[src/rtl/decode_cycle_pkg.sv]
// Shared encodings for the decode, execute and writeback stages of the pipeline.
// Also holds the decode-to-execute register payload and the decode helper functions.
package decode_cycle_pkg;

    typedef enum logic [6:0] {
        OP_LOAD  = 7'b0000011,
        OP_STORE = 7'b0100011,
        OP_RTYPE = 7'b0110011,
        OP_IALU  = 7'b0010011,
        OP_BEQ   = 7'b1100011,
        OP_JAL   = 7'b1101111
    } opcode_t;

    typedef enum logic [2:0] {
        ALU_ADD = 3'b000,
        ALU_SUB = 3'b001,
        ALU_AND = 3'b010,
        ALU_OR  = 3'b011,
        ALU_SLT = 3'b101
    } alu_ctrl_t;

    typedef enum logic [1:0] {
        RES_ALU = 2'b00,
        RES_MEM = 2'b01,
        RES_PC4 = 2'b10
    } result_src_t;

    typedef enum logic [1:0] {
        IMM_I = 2'b00,
        IMM_S = 2'b01,
        IMM_B = 2'b10,
        IMM_J = 2'b11
    } imm_src_t;

    typedef struct packed {
        logic        reg_write;
        logic        mem_write;
        logic        jump;
        logic        branch;
        logic        alu_src;
        result_src_t result_src;
        alu_ctrl_t   alu_ctrl;
    } ctrl_t;

    typedef struct packed {
        ctrl_t       ctrl;
        logic [31:0] rd1;
        logic [31:0] rd2;
        logic [31:0] imm;
        logic [31:0] pc;
        logic [31:0] pc_plus4;
        logic [4:0]  rd;
        logic [4:0]  rs1;
        logic [4:0]  rs2;
    } de_reg_t;

    // funct7[5] only selects subtract for register-register ops; for I-ALU it is immediate data.
    function automatic alu_ctrl_t alu_decode(input logic [2:0] funct3, input logic funct7_b5,
                                             input logic is_rtype);
        case (funct3)
            3'b000:  return (is_rtype && funct7_b5) ? ALU_SUB : ALU_ADD;
            3'b010:  return ALU_SLT;
            3'b110:  return ALU_OR;
            3'b111:  return ALU_AND;
            default: return ALU_ADD;
        endcase
    endfunction

    function automatic logic [31:0] imm_extend(input logic [31:7] ins, input imm_src_t src);
        case (src)
            IMM_S:   return {{20{ins[31]}}, ins[31:25], ins[11:7]};
            IMM_B:   return {{20{ins[31]}}, ins[7], ins[30:25], ins[11:8], 1'b0};
            IMM_J:   return {{12{ins[31]}}, ins[19:12], ins[20], ins[30:21], 1'b0};
            default: return {{20{ins[31]}}, ins[31:20]};
        endcase
    endfunction

endpackage

[src/rtl/decode_cycle_regfile.sv]
// 32x32 register file: two combinational read ports with write-through, one write port.
// x0 is hardwired to zero and reset clears every entry.
module Register_File (
    input  logic        clk,
    input  logic        rst,
    input  logic        we,
    input  logic [4:0]  wa,
    input  logic [31:0] wd,
    input  logic [4:0]  ra1,
    input  logic [4:0]  ra2,
    output logic [31:0] rd1,
    output logic [31:0] rd2
);

    logic [31:0][31:0] regs;
    logic              wr_en;

    assign wr_en = we && (wa != 5'd0);

    always_ff @(posedge clk) begin
        if (rst) begin
            regs <= '0;
        end else if (wr_en) begin
            regs[wa] <= wd;
        end
    end

    // A read of the register being written this cycle sees the new value.
    always_comb begin
        rd1 = '0;
        rd2 = '0;
        if (ra1 != 5'd0) rd1 = (wr_en && wa == ra1) ? wd : regs[ra1];
        if (ra2 != 5'd0) rd2 = (wr_en && wa == ra2) ? wd : regs[ra2];
    end

endmodule

[src/rtl/decode_cycle.sv]
// Decode stage: control decode, immediate extension, register read and the decode/execute
// pipeline register. Flush and reset both load a bubble; reset also masks outputs combinationally.
module decode_cycle
    import decode_cycle_pkg::*;
(
    input  logic        clk,
    input  logic        rst,
    input  logic [31:0] InstrD,
    input  logic [31:0] PCD,
    input  logic [31:0] PCPlus4D,
    input  logic        RegWriteW,
    input  logic [4:0]  RDW,
    input  logic [31:0] ResultW,
    input  logic        FlushE,
    output logic        RegWriteE,
    output logic        MemWriteE,
    output logic        JumpE,
    output logic        BranchE,
    output logic        ALUSrcE,
    output logic [1:0]  ResultSrcE,
    output logic [2:0]  ALUControlE,
    output logic [31:0] RD1E,
    output logic [31:0] RD2E,
    output logic [31:0] ImmExtE,
    output logic [31:0] PCE,
    output logic [31:0] PCPlus4E,
    output logic [4:0]  RdE,
    output logic [4:0]  Rs1E,
    output logic [4:0]  Rs2E
);

    ctrl_t       ctrl_d;
    imm_src_t    imm_src_d;
    logic [31:0] rd1_d, rd2_d;
    de_reg_t     de_d, de_q, de_e;

    always_comb begin
        ctrl_d    = '0;
        imm_src_d = IMM_I;
        case (InstrD[6:0])
            OP_LOAD: begin
                ctrl_d.reg_write  = 1'b1;
                ctrl_d.alu_src    = 1'b1;
                ctrl_d.result_src = RES_MEM;
            end
            OP_STORE: begin
                ctrl_d.mem_write = 1'b1;
                ctrl_d.alu_src   = 1'b1;
                imm_src_d        = IMM_S;
            end
            OP_BEQ: begin
                ctrl_d.branch   = 1'b1;
                ctrl_d.alu_ctrl = ALU_SUB;
                imm_src_d       = IMM_B;
            end
            OP_JAL: begin
                ctrl_d.jump       = 1'b1;
                ctrl_d.reg_write  = 1'b1;
                ctrl_d.result_src = RES_PC4;
                imm_src_d         = IMM_J;
            end
            OP_RTYPE, OP_IALU: begin
                ctrl_d.reg_write = 1'b1;
                ctrl_d.alu_src   = (InstrD[6:0] == OP_IALU);
                ctrl_d.alu_ctrl  = alu_decode(InstrD[14:12], InstrD[30], InstrD[6:0] == OP_RTYPE);
            end
            default: ;
        endcase
    end

    Register_File u_rf (
        .clk (clk),
        .rst (rst),
        .we  (RegWriteW),
        .wa  (RDW),
        .wd  (ResultW),
        .ra1 (InstrD[19:15]),
        .ra2 (InstrD[24:20]),
        .rd1 (rd1_d),
        .rd2 (rd2_d)
    );

    always_comb begin
        de_d          = '0;
        de_d.ctrl     = ctrl_d;
        de_d.rd1      = rd1_d;
        de_d.rd2      = rd2_d;
        de_d.imm      = imm_extend(InstrD[31:7], imm_src_d);
        de_d.pc       = PCD;
        de_d.pc_plus4 = PCPlus4D;
        de_d.rd       = InstrD[11:7];
        de_d.rs1      = InstrD[19:15];
        de_d.rs2      = InstrD[24:20];
    end

    always_ff @(posedge clk) begin
        if (rst || FlushE) de_q <= '0;
        else               de_q <= de_d;
    end

    assign de_e = rst ? '0 : de_q;

    assign RegWriteE   = de_e.ctrl.reg_write;
    assign MemWriteE   = de_e.ctrl.mem_write;
    assign JumpE       = de_e.ctrl.jump;
    assign BranchE     = de_e.ctrl.branch;
    assign ALUSrcE     = de_e.ctrl.alu_src;
    assign ResultSrcE  = de_e.ctrl.result_src;
    assign ALUControlE = de_e.ctrl.alu_ctrl;
    assign RD1E        = de_e.rd1;
    assign RD2E        = de_e.rd2;
    assign ImmExtE     = de_e.imm;
    assign PCE         = de_e.pc;
    assign PCPlus4E    = de_e.pc_plus4;
    assign RdE         = de_e.rd;
    assign Rs1E        = de_e.rs1;
    assign Rs2E        = de_e.rs2;

endmodule

[config.mk]
export PLATFORM = sky130hd
export DESIGN_NAME = decode_cycle
export DESIGN_NICKNAME = d
export VERILOG_FILES = /design/src/rtl/decode_cycle_pkg.sv /design/src/rtl/decode_cycle_regfile.sv /design/src/rtl/decode_cycle.sv
export SDC_FILE = /design/constraint.sdc
export NUM_CORES = 2
export LEC_CHECK = 0
export CORE_MARGIN = 2
export CORE_UTILIZATION = 55
export CTS_BUF_LIST = sky130_fd_sc_hd__clkbuf_16
export DETAILED_ROUTE_END_ITERATION = 6
export HOLD_SLACK_MARGIN = 0.05
export PLACE_DENSITY = 0.74
export SLEW_MARGIN = 10
export SYNTH_ARGS = -nofsm -noshare
export SYNTH_HDL_FRONTEND = slang
export SYNTH_SLANG_ARGS = --single-unit
[constraint.sdc]
create_clock -name clk -period 2.95 [get_ports clk]
set_input_delay 0.59 -clock clk [delete_from_list [all_inputs] [get_ports clk]]
set_output_delay 0.59 -clock clk [all_outputs]
set_load 0.02 [all_outputs]
---- Yosys cells after proc, flatten, opt, wreduce, memory -nomap -nowiden ----
Cells that the tools add are included.
cells by class
  shifts and indexed selects .............. 0
  equal/unequal tests ..................... 14
  bitwise operators ....................... 2
  div/mod/pow operators ................... 0
  $add $sub $neg .......................... 0
  order comparisons ....................... 4
  muxes and demuxes ....................... 21
  reductions and logical operators ........ 15
  multiply operators ...................... 0
operators by type and width
  operator                                                                              count
  1024-bit bitwise mux                                                                  1
  32-bit binary-select mux with 5-bit select                                            2
  185-bit two-way mux                                                                   1
  32-bit demux with 5-bit select                                                        1
  32-bit two-way mux                                                                    5
  20-bit case mux with 3 select lines                                                   1
  5-bit by 6-bit < comparator with 1-bit output (second input constant)                 3
  5-bit nonzero test                                                                    3
  7-bit by 6-bit equality test with 1-bit output (second input constant)                2
  7-bit equality test (second input constant)                                           2
  3-bit case mux with 4 select lines                                                    1
  5-bit equality test                                                                   2
  2-bit OR reduction                                                                    4
  7-bit by 2-bit equality test with 1-bit output (second input constant)                1
  7-bit by 5-bit equality test with 1-bit output (second input constant)                1
  3-bit equality test (second input constant)                                           2
  2-bit case mux with 3 select lines                                                    1
  3-bit case mux with 2 select lines                                                    1
  5-bit by 1-bit greater-or-equal comparator with 1-bit output (second input constant)  1
  1-bit logical AND                                                                     5
  1-bit two-way mux                                                                     5
  2-bit equality test (second input constant)                                           2
  2-bit case mux with 2 select lines                                                    1
  4-bit OR reduction                                                                    1
  other kinds (6)                                                                       7
word-level totals
  bits in read-only memories .............. 0
  bits in writable memories ............... 0
  register bits ........................... 1,198
  memories kept ........................... 0
  bits of input ports ..................... 137
  output and inout port bits .............. 185
  bits in latches ......................... 0

---- Depth between registers and ports, before layout ----
  word-level depth ........................ 5
  depth in mapped cells ................... 9
  depth with buffers taken out ............ 5

---- By module ----
From an unflattened synthesis, not the netlist that was laid out.
second synthesis, totals
  cells, all modules ...................... 6,819
  area total of the unflattened synthesis .. 59,051.6 um^2
by module, submodules not included
  module         cells each  sequential area each (um^2)  area each (um^2)  times used
  Register_File  6,202       20,499.7                     52,908.2          1
  decode_cycle   617         3,483.3                      6,143.4           1

---- Least setup slack after synthesis ----
No wires, ideal clock.
  path kind ............................... input to output
  from .................................... input port rst
  to ...................................... output port ImmExtE[21]
  slack ................................... 0.236 ns
  buffers on the path ..................... 4
  stages .................................. 5
  arrival ................................. 2.124 ns
  path through ............................ clkbuf_1 > clkbuf_1 > clkbuf_1 > nor2b_1 > buf_4
on the way
  cells in the longest elaborated chain, start to end .. 1
RTL lines
  what                 line                 text
  start: declaration   decode_cycle.sv:7    input logic rst,
  185-bit two-way mux  decode_cycle.sv:101  assign de_e = rst ? '0 : de_q;
  end: declaration     decode_cycle.sv:24   output logic [31:0] ImmExtE,
Every way passes these cells.

---- Final worst setup path ----
  from .................................... register de_q[132] (netlist bit)
  to ...................................... output port RD2E[21]
on the way
  cells in the longest elaborated chain, start to end .. 1
RTL lines
  what                      line                 text
  start: declaration        decode_cycle.sv:35   de_reg_t de_d, de_q, de_e;
  start signal: assignment  decode_cycle.sv:97   if (rst || FlushE) de_q <= '0;
  start signal: assignment  decode_cycle.sv:98   else de_q <= de_d;
  185-bit two-way mux       decode_cycle.sv:101
  end: declaration          decode_cycle.sv:23   output logic [31:0] RD2E,
Every way passes these cells.

==> metrics.md <==
| Metric | Value |
|---|---|
| Outcome | finished with violations |
| Gr ovfl total | 0 |
| Total number of vias | 54105 |
| Distinct cells, synth | 55 |
| Slew @ Worst Pin | ~1000 ps |
| Most frequent cell after synthesis | nand2_1 |
| CTS tree | yes |
| Pwr dens | 516 nW/um^2 |
| Hold_buf cts | 0 |
| Final Hold Fails | 0 |
| Slew Viols, Final | 0 |
| Hold Crit Depth | 3 |
| Slew HR | between 30% and 40% |
| Setup Skew | between 40 and 50 ps |
| Clock Sinks | between 1000 and 1500 |
| Leakage | 0.0237 uW |
| Htree depth | 3 |
| Post-synth ARST share | 0% |
| Clock Tree Buf Depth | 3 |
| Crit Path Class | flop to output port |
| Synth warn | 0 |
| Critical path arrival | slightly above 2000 ps |
| Biggest area consumer among synthesized cells | dfxtp_1 |
| Final Cycle Share | between 90% and 100% |
| TritonCTS Buffers | around 120 |
| Global-route usage over all layers | approximately 40% |
| Hold EP | u_rf.regs[887] |
| Crit-path max FO | 1 |
| Final worst slack | about 290 ps |
| DIE AREA | 108000 um^2 |
| Post-synth EDFFs | 0 |
| Predominant post-synthesis flop cell | dfxtp_1 |
| R2R cell count | 4 |
| DRC errors left | 2 |
| Vias in the first global route | roughly 52000 |
| Layout cells sized above 1 | 16.6% |
| Fmax | 375 MHz |
| Area share of the largest cell type after synthesis | about two fifths |
| Worst slack at placement | ~66 ps |
| DP HPWL | roughly 140000 um |
| Via density | 6.65 |
| Root buffer cell | clkbuf_16 |
| WL/cell | around 27 um |
| CP endpoint kind | output port |
| Largest net degree at the start of global routing | between 150 and 200 |
| Hold Startpoint | rst |
| Power, Total | around 35000 uW |
| Nets | slightly below 7000 |
| Antenna violations before repair | 15 |
| DRT iter0 DRCs | about 8400 |
| Core area | 105000 um^2 |
| DRT Pass-1 Iters | 7 |
| Sequential area share after synthesis | between 40% and 50% |
| DIE WIDTH | roughly 330 um |
| Reg2reg setup slack | 1180 ps |
| Worst-path clk slew | around 70 ps |
| Setup TNS | 0 ps |
| Syn nets | ~6600 |
| Number of port buffers | about 320 |
| I/O pin count | ~320 |
| Endpoints failing setup | 0 |
| Post-synth top cells | 2119 x nand2_1, 1198 x dfxtp_1, 1028 x a21oi_1, 468 x clkbuf_1, 448 x mux4_2 |
| Row cnt | between 100 and 150 |
| Detail Route Antenna Nets | 0 |
| Post-Syn Area | just under 60000 um^2 |
| Critical path required time | about 2400 ps |
| Post-route minimum period | roughly 2700 ps |
| Min-delay worst type | input port to flop |
| Synthesized area per cell | slightly below 9 um^2 |
| MaxCap Viol Count | 0 |
| Largest cells by area after synthesis | dfxtp_1 41%, mux4_2 17%, nand2_1 14% |
| Initial Util | between 50% and 60% |
| Startpoint Class | flop |
| Maximum VDD drop | between 0.0005 and 0.0006 V |
| Mapped Cells | 6501 |
| Setup bufs post-CTS | 0 |
| First-pass GRT wire length | 324000 um |
| CTS resizes | 0 |
| Failing checks | DRC |
| GPL Wtd Cong | between 0.9 and 1 |
| Layout Utilization | roughly 65% |
| RSZ-0062 raised after global routing | false |
| WL final | 222000 um |
| FF+latch count, synth | between 1000 and 1500 |
| Die H | 329 um |
| Worst reg2reg startpoint | u_rf.regs[375] |
| Area grow syn2layout | 17.8% |
| R2r endpoint | de_q[134] |
| Clk_lat worst skew | 770 ps |
where the power goes:
group	total (uW)	internal (uW)	switching, uW
registers	16500	16400	113
logic	3330	1240	2090
clock network	15600	8670	6880
worst max-delay path: stages (launching register included):
cell,delay [ps]
dfxtp_1,500
nor2b_1,200
clkdlybuf4s50_1,630
layout by cell type (no fill, tap or decap), types with 33 or more instances in the layout:
master | netlist | final
mux2_2 | 36 | 36
buf_4 | 31 | 276
nand3_1 | 41 | 41
and2_1 | 86 | 87
o211ai_1 | 33 | 33
dfxtp_1 | 1198 | 1198
clkbuf_16 | 0 | 121
inv_1 | 3 | 36
clkdlybuf4s50_1 | 0 | 312
o22ai_1 | 53 | 53
mux4_2 | 448 | 448
nand2_1 | 2119 | 2088
nor2b_1 | 219 | 217
mux2i_1 | 228 | 228
a21oi_1 | 1028 | 1028
nor2_4 | 0 | 33
a22oi_1 | 46 | 46
buf_12 | 0 | 100
worst max path at each step:
stage / startpoint / endpoint / slack (ps) / cells past startpoint
after floorplan: rst / ImmExtE[21] / 240 / 5
after global placement: RDW[4] / de_q[159] / 100 / 9
after detailed placement: RDW[4] / de_q[154] / 70 / 9
after CTS: de_q[166] / RD1E[23] / 300 / 2
after global routing: de_q[132] / RD2E[21] / 240 / 2
final: de_q[132] / RD2E[21] / 290 / 2
metrics by stage:
| stage | area (um^2) | std cells | hold WS [ps] |
|---|---|---|---|
| 2_1_floorplan | 58100 | 6501 | 443 |
| 3_3_place_gp | 64500 | 7907 | 448 |
| 3_5_place_dp | 64500 | 7907 | 455 |
| 4_1_cts | 68500 | 8133 | 301 |
| 5_1_grt | 68500 | 8134 | 333 |
| 6_report | 68500 | 8141 | 319 |
sequential cells by signal, summed over array words and instances (netlist names):
register,flops
de_q,174
u_rf.regs,1024
layout make-up:
cell class,instances,area (um^2)
diodes,8,20.0
clock buffers,121,3030
clock inverters,105,921
fillers,8338,36600
inverters,3,11.3
multi-input cells,4619,31500
flip-flops and latches,1198,24000
well taps,1391,1740
repair buffers,696,7300
per-layer routing:
| metal | GRT usage, % | part of all wire (%) | vias to the layer above |
|---|---|---|---|
| met5 | 0.696 | 0.088 | - |
| met4 | 23.9 | 7.0 | 16 |
| met3 | 14.9 | 15 | 1111 |
| met2 | 58.7 | 42 | 4379 |
| met1 | 50.1 | 35 | 25832 |
| li1 | - | - | 22767 |
cell families (layout without fill, tap and decap cells):
logic type | count (synthesis) | in the layout | synth area share (%)
AO/OA/AOI/OAI | 1323 | 1323 | 13.0
XOR/XNOR | 10 | 10 | 0.151
flip-flops | 1198 | 1198 | 41.3
other | 0 | 8 | 0
multiplexers | 712 | 712 | 22.0
buffers and inverters | 684 | 925 | 5.21
AND/OR/NAND/NOR | 2574 | 2574 | 18.4
Note: power is estimated with default switching activity, not from simulation.
